## src/rtl/ariane_irq_gateway.sv

```systemverilog
`default_nettype none
// ============================================================================
//  Module   : ariane_irq_gateway
//  Summary  : Per-source interrupt gateway with edge/level capture, pending,
//             enable and mode registers behind a simple valid/ready config
//             bus with one-cycle registered read responses.
//  Options  : ARIANE_IRQ_GATEWAY_SYNC_EN - when defined, each irqs_in bit
//             passes a 2-flop synchroniser before it is sampled; otherwise
//             irqs_in is used directly and must already be aclk-synchronous.
//  Revision : 1.0 - initial release
// ============================================================================
module ariane_irq_gateway #(
  parameter int               N_IRQ      = 3,
  parameter logic [N_IRQ-1:0] MODE_RST   = '0,
  parameter int               ADDR_WIDTH = 4
) (
  input  logic                  aclk,
  input  logic                  aresetn,
  input  logic [N_IRQ-1:0]      irqs_in,
  output logic [N_IRQ-1:0]      irq_out,
  output logic                  irq_any,
  input  logic                  cfg_valid,
  output logic                  cfg_ready,
  input  logic                  cfg_we,
  input  logic [ADDR_WIDTH-1:0] cfg_addr,
  input  logic [31:0]           cfg_wdata,
  output logic                  cfg_rvalid,
  output logic [31:0]           cfg_rdata
);

  // Word indices of the register map (byte addresses 0x0, 0x4, 0x8, 0xC)
  localparam logic [1:0] c_idx_pending = 2'd0;
  localparam logic [1:0] c_idx_enable  = 2'd1;
  localparam logic [1:0] c_idx_mode    = 2'd2;
  localparam logic [1:0] c_idx_raw     = 2'd3;

  typedef enum logic [0:0] {
    ST_IDLE = 1'b0,
    ST_RESP = 1'b1
  } cfg_state_e;

  // --------------------------------------------------------------------------
  // Input sampling
  // --------------------------------------------------------------------------
  logic [N_IRQ-1:0] sampled;

`ifdef ARIANE_IRQ_GATEWAY_SYNC_EN
  logic [N_IRQ-1:0] sync1_d, sync1_q;
  logic [N_IRQ-1:0] sync2_d, sync2_q;

  // Two-stage shift of the asynchronous sources into the aclk domain
  always_comb begin
    sync1_d = irqs_in;
    sync2_d = sync1_q;
  end

  // Synchroniser flops
  always_ff @(posedge aclk or negedge aresetn) begin
    if (!aresetn) begin
      sync1_q <= '0;
      sync2_q <= '0;
    end else begin
      sync1_q <= sync1_d;
      sync2_q <= sync2_d;
    end
  end

  assign sampled = sync2_q;
`else
  assign sampled = irqs_in;
`endif

  // --------------------------------------------------------------------------
  // Config bus decode
  // --------------------------------------------------------------------------
  cfg_state_e       state_d, state_q;
  logic             accept;
  logic             wr_en;
  logic             rd_en;
  logic [1:0]       word_idx;
  logic             addr_hi_zero;
  logic             wr_pending;
  logic             wr_enable;
  logic             wr_mode;
  logic             unused_cfg;

  assign cfg_ready = (state_q == ST_IDLE);
  assign accept    = cfg_valid & cfg_ready;
  assign wr_en     = accept & cfg_we;
  assign rd_en     = accept & ~cfg_we;
  assign word_idx  = cfg_addr[3:2];

  // Byte-lane bits and write-data bits above N_IRQ carry no meaning here
  assign unused_cfg = ^{cfg_wdata, cfg_addr};

  // Any set address bit above the 16-byte window makes the access unmapped
  generate
    if (ADDR_WIDTH > 4) begin : g_addr_hi
      assign addr_hi_zero = (cfg_addr[ADDR_WIDTH-1:4] == '0);
    end else begin : g_addr_lo
      assign addr_hi_zero = 1'b1;
    end
  endgenerate

  assign wr_pending = wr_en & addr_hi_zero & (word_idx == c_idx_pending);
  assign wr_enable  = wr_en & addr_hi_zero & (word_idx == c_idx_enable);
  assign wr_mode    = wr_en & addr_hi_zero & (word_idx == c_idx_mode);

  // --------------------------------------------------------------------------
  // Interrupt state
  // --------------------------------------------------------------------------
  logic [N_IRQ-1:0] pending_d, pending_q;
  logic [N_IRQ-1:0] enable_d,  enable_q;
  logic [N_IRQ-1:0] mode_d,    mode_q;
  logic [N_IRQ-1:0] prev_d,    prev_q;
  logic [N_IRQ-1:0] irq_out_d, irq_out_q;
  logic             irq_any_d, irq_any_q;
  logic [N_IRQ-1:0] rise;
  logic [N_IRQ-1:0] w1c;

  assign rise = sampled & ~prev_q;
  assign w1c  = wr_pending ? cfg_wdata[N_IRQ-1:0] : '0;

  // ENABLE and MODE are plain RW registers
  always_comb begin
    enable_d = enable_q;
    mode_d   = mode_q;
    if (wr_enable) begin
      enable_d = cfg_wdata[N_IRQ-1:0];
    end
    if (wr_mode) begin
      mode_d = cfg_wdata[N_IRQ-1:0];
    end
  end

  // PENDING update: mode transitions first, then level load or edge set/W1C
  always_comb begin
    pending_d = pending_q;
    for (int i = 0; i < N_IRQ; i++) begin
      if (!mode_q[i] && mode_d[i]) begin
        // level -> edge: start from a clean slate
        pending_d[i] = 1'b0;
      end else if (!mode_d[i]) begin
        // level source (also covers edge -> level): track the input
        pending_d[i] = sampled[i];
      end else if (rise[i]) begin
        // a fresh edge beats a coincident W1C
        pending_d[i] = 1'b1;
      end else if (w1c[i]) begin
        pending_d[i] = 1'b0;
      end
    end
  end

  // Edge history and registered interrupt outputs
  always_comb begin
    prev_d    = sampled;
    irq_out_d = pending_q & enable_q;
    irq_any_d = |irq_out_d;
  end

  // Interrupt state flops
  always_ff @(posedge aclk or negedge aresetn) begin
    if (!aresetn) begin
      pending_q <= '0;
      enable_q  <= '0;
      mode_q    <= MODE_RST;
      prev_q    <= '0;
      irq_out_q <= '0;
      irq_any_q <= 1'b0;
    end else begin
      pending_q <= pending_d;
      enable_q  <= enable_d;
      mode_q    <= mode_d;
      prev_q    <= prev_d;
      irq_out_q <= irq_out_d;
      irq_any_q <= irq_any_d;
    end
  end

  assign irq_out = irq_out_q;
  assign irq_any = irq_any_q;

  // --------------------------------------------------------------------------
  // Read path and response FSM
  // --------------------------------------------------------------------------
  logic [31:0] rd_word;
  logic        rvalid_d, rvalid_q;
  logic [31:0] rdata_d,  rdata_q;

  // Read mux over the pre-edge register state; unmapped addresses read 0
  always_comb begin
    rd_word = '0;
    if (addr_hi_zero) begin
      case (word_idx)
        c_idx_pending: rd_word[N_IRQ-1:0] = pending_q;
        c_idx_enable:  rd_word[N_IRQ-1:0] = enable_q;
        c_idx_mode:    rd_word[N_IRQ-1:0] = mode_q;
        c_idx_raw:     rd_word[N_IRQ-1:0] = sampled;
        default:       rd_word = '0;
      endcase
    end
  end

  // Accepted read moves to RESP for exactly one cycle; rdata is zero otherwise
  always_comb begin
    state_d  = state_q;
    rvalid_d = 1'b0;
    rdata_d  = '0;
    case (state_q)
      ST_IDLE: begin
        if (rd_en) begin
          state_d  = ST_RESP;
          rvalid_d = 1'b1;
          rdata_d  = rd_word;
        end
      end
      ST_RESP: begin
        state_d = ST_IDLE;
      end
      default: begin
        state_d = ST_IDLE;
      end
    endcase
  end

  // FSM state and registered response outputs
  always_ff @(posedge aclk or negedge aresetn) begin
    if (!aresetn) begin
      state_q  <= ST_IDLE;
      rvalid_q <= 1'b0;
      rdata_q  <= '0;
    end else begin
      state_q  <= state_d;
      rvalid_q <= rvalid_d;
      rdata_q  <= rdata_d;
    end
  end

  assign cfg_rvalid = rvalid_q;
  assign cfg_rdata  = rdata_q;

endmodule
`default_nettype wire

```

## config.mk

```make
export PLATFORM = sky130hd
export DESIGN_NAME = ariane_irq_gateway
export DESIGN_NICKNAME = d
export VERILOG_FILES = /design/src/rtl/ariane_irq_gateway.sv
export SDC_FILE = /design/constraint.sdc
export NUM_CORES = 1
export LEC_CHECK = 0
export BUFFER_PORTS_ARGS = -buffer_cell sky130_fd_sc_hd__clkbuf_2
export CAP_MARGIN = 20
export CORE_MARGIN = 2
export CORE_UTILIZATION = 40
export CTS_CLUSTER_SIZE = 10
export DETAILED_ROUTE_END_ITERATION = 8
export GPL_TIMING_DRIVEN = 0
export PLACE_DENSITY_LB_ADDON = 0.05
export SETUP_SLACK_MARGIN = 0.4
export SLEW_MARGIN = 20
export SYNTH_ARGS = -nofsm -noshare
export SYNTH_HDL_FRONTEND = slang
export SYNTH_SLANG_ARGS = --single-unit
```

## constraint.sdc

```tcl
create_clock -name aclk -period 1.9 [get_ports aclk]
set_clock_uncertainty 0.2 [all_clocks]
set_input_delay 0.19 -clock aclk [delete_from_list [all_inputs] [get_ports aclk]]
set_output_delay 0.19 -clock aclk [all_outputs]
set_load 0.005 [all_outputs]
```

==> results.ini <==
[clocking]
tritoncts = yes
htreeDepth = 1
clock_latency_ns = 0.31
clkSlewWorstSetupHoldPaths_ns = 0.12
ctsRootBufferMaster = clkbuf_4
cts_buffers = 3
clk_path_buf_depth = 2
cts.sinks = 20

[die]
die_y_um = 57.4
die_area_um2 = 3300
ios = 81
rows = 19
core_area_um2 = 2730
initial_core_util_pct = 41.7
die_w_um = 57.4

[timing]
slew_viol_final = 0
min_period_ns = 1.72
setup_viol = 0
finalCritPeriodShare_pct = 90.3
max_freq_mhz = 583
fin_tns_setup_ns = 0
hold_viol = 0
rsz0062_at_grt = true

[drt]
via_per_inst = 4.18
vias = 815
drt_pass1_iterations = 3
drt_first_iter_violations = 19
wl_um = 2080
drc = 0
wl_per_cell_um = 10.7
drt.antenna.violating_nets = 0

[placement]
io_buffers = 19
dpl_cell_area_um2 = 1380
dp_hpwl_um = 1510
gp_congestion = 0.737

[hold_path]
worstHoldPathCells = 3
hold_path_class = primary input to flip-flop

[global_route]
grt_max_degree = 21
track_usage_pct = 13.3
grt_pass1_vias = 711
grt_overflow_total = 0
grt_first_pass_wirelength_um = 3260
antenna_found_initial = 0

[synth]
synthCells = 104
synth_top_area_cell = dfrtp_1
synth.distinct_cells = 21
async_reset_ff_share_pct = 100
ys_warn_count = 0
avgSynthCellArea_um2 = 11.0
synth_top_area_share_pct = 43.9
ys_seq_area_share_pct = 43.9
synth_area_leaders = dfrtp_1 44%, buf_4 20%, mux4_1 6.9%
synth_flop_cell = dfrtp_1
synth_edf_count = 0
synth-seq-cells = 20
syn-cell-area_um2 = 1140

[power_and_ir_drop]
p_total_mw = 1.11
vdd_ir_drop_max_mv = 0.540
power.share.clock_pct = 23.2
p_leak_nw = 0.850
power_frac_seq_pct = 50.2
p_comb_share_pct = 26.6
p_sw_uw = 303
p_per_area_nw_per_um2 = 724
swShare_pct = 27.4
internal_power_uw = 803

[finish]
drive_gt1_share_pct = 39.6
finish.instance_area_um2 = 1530
antenna_cells = 0
num-nets-final = 208
regArea_um2 = 500
syn_to_final_growth_pct = 33.9
fillCellCount = 260
multi_input_area_um2 = 523

[worst_setup_path]
crit_required_ns = 1.89
crit_type = flip-flop to flip-flop
worstPathMaxFanout = 5
arrival_ns = 1.71
reg2regPathDepth = 4
worstSetupStartpointType = flip-flop
cp-end-kind = flip-flop

[job]
cap_viol_max_count = 0

[status]
status = complete, no violations

==> cell usage after synthesis (all sizes together), types with 3 or more instances <==
master and n:
dfrtp 20, and4b 3, mux2 6, xor2 3
buf 31, mux4 3, or4 3, nand2b 3
inv 4, nor2b 3, and2 3, a21oi 6
nand2 6, nor2 3
==> power groups by stage <==
stage / Clock, mW / Sequential (mW) / Combinational, mW
2_1_floorplan: 0 / 0.554 / 0.192
3_3_place_gp: 0 / 0.563 / 0.267
3_5_place_dp: 0 / 0.564 / 0.271
4_1_cts: 0.258 / 0.554 / 0.292
5_1_grt: 0.272 / 0.569 / 0.331
6_report: 0.257 / 0.556 / 0.294
==> worst max-delay path, stage by stage (launching register included) <==
cell and delay [ns]:
dfrtp_1 0.43, nor4bb_4 0.28, buf_4 0.18, a21oi_1 0.06, or4_1 0.46
==> layout make-up <==
type	count	share of cell area, %
Timing Repair Buffer	28	11.6
Sequential cell	20	32.8
Inverter	4	0.983
Clock buffer	4	2.38
Multi-Input combinational cell	76	34.2
Buffer	32	15.5
Tap cell	31	2.54
==> timing repair <==
item | CTS | global route
hold endpoints to repair | 29 | 0
resized for setup | 6 | 1
gates cloned | 1 | 0
hold buffers | 7 | 0
pin swaps | 3 | 2
setup endpoints to repair | 9 | 9
buffers inserted | 1 | 0
==> layer usage <==
layer  vias to the layer above  global-route usage, %  wire length, µm  share of wire (%)
li1                        414                      -                -                  -
met1                       362                   14.9              863                 41
met2                        34                   23.7             1040                 50
met3                         5                   1.13              114                5.5
met4                         0                   8.97               60                2.9
met5                         -                      0                0                  0
==> final timing paths <==
kind                                    startpoint                        to  slack, ns
max                           cfg_rvalid$_DFF_PN0_  pending_q[2]$_DFFE_PN0P_       0.18
min                                      cfg_valid      cfg_rvalid$_DFF_PN0_      0.009
max reg2reg                   cfg_rvalid$_DFF_PN0_  pending_q[2]$_DFFE_PN0P_       0.18
min reg2reg                enable_q[2]$_DFFE_PN0P_   enable_q[2]$_DFFE_PN0P_       0.35
max in group asynchronous                  aresetn   enable_q[0]$_DFFE_PN0P_       1.01
min in group asynchronous                  aresetn    cfg_rdata[2]$_DFF_PN0_       0.16
==> state kept, by name, indices dropped and copies added (netlist names) <==
| name | cells |
|---|---|
| cfg_rdata | 3 |
| enable_q | 3 |
| irq_out | 3 |
| mode_q | 3 |
| pending_q | 3 |
| prev_q | 3 |
| cfg_rvalid | 1 |
| irq_any | 1 |
==> kinds of logic (layout without fill, tap and decap cells) <==
| logic type | count (synthesis) | in the layout | synth area share [%] |
|---|---|---|---|
| AO/OA/AOI/OAI | 6 | 6 | 2.63 |
| XOR/XNOR | 3 | 3 | 2.30 |
| buffers and inverters | 36 | 68 | 22.0 |
| flip-flops | 20 | 20 | 43.9 |
| multiplexers | 9 | 9 | 12.8 |
| other | 1 | 29 | 0.329 |
| AND/OR/NAND/NOR | 29 | 29 | 16.0 |
==> per-stage QoR <==
step	hold WS, ns	util (%)	std cells	setup WS, ns
finish	0.00873	55.9	195	0.185
global route	0.0369	55.9	195	0.0879
CTS	0.0135	55.6	195	0.119
detailed placement	-0.0217	50.5	182	0.150
global placement	-0.0246	50.5	182	0.183
floorplan	-0.306	-	132	0.245
==> placed cells by master (no fill, tap or decap), types with 4 or more instances in the layout <==
cell type      Yosys  layout
clkbuf_2           0      19
mux2_2             6       5
conb_1             1      29
inv_1              4       4
buf_4             31      32
a21oi_1            6       6
dlygate4sd3_1      0       7
dfrtp_1           20      20
nand2_1            6       5
No activity file was read; power rests on OpenSTA's default activity.
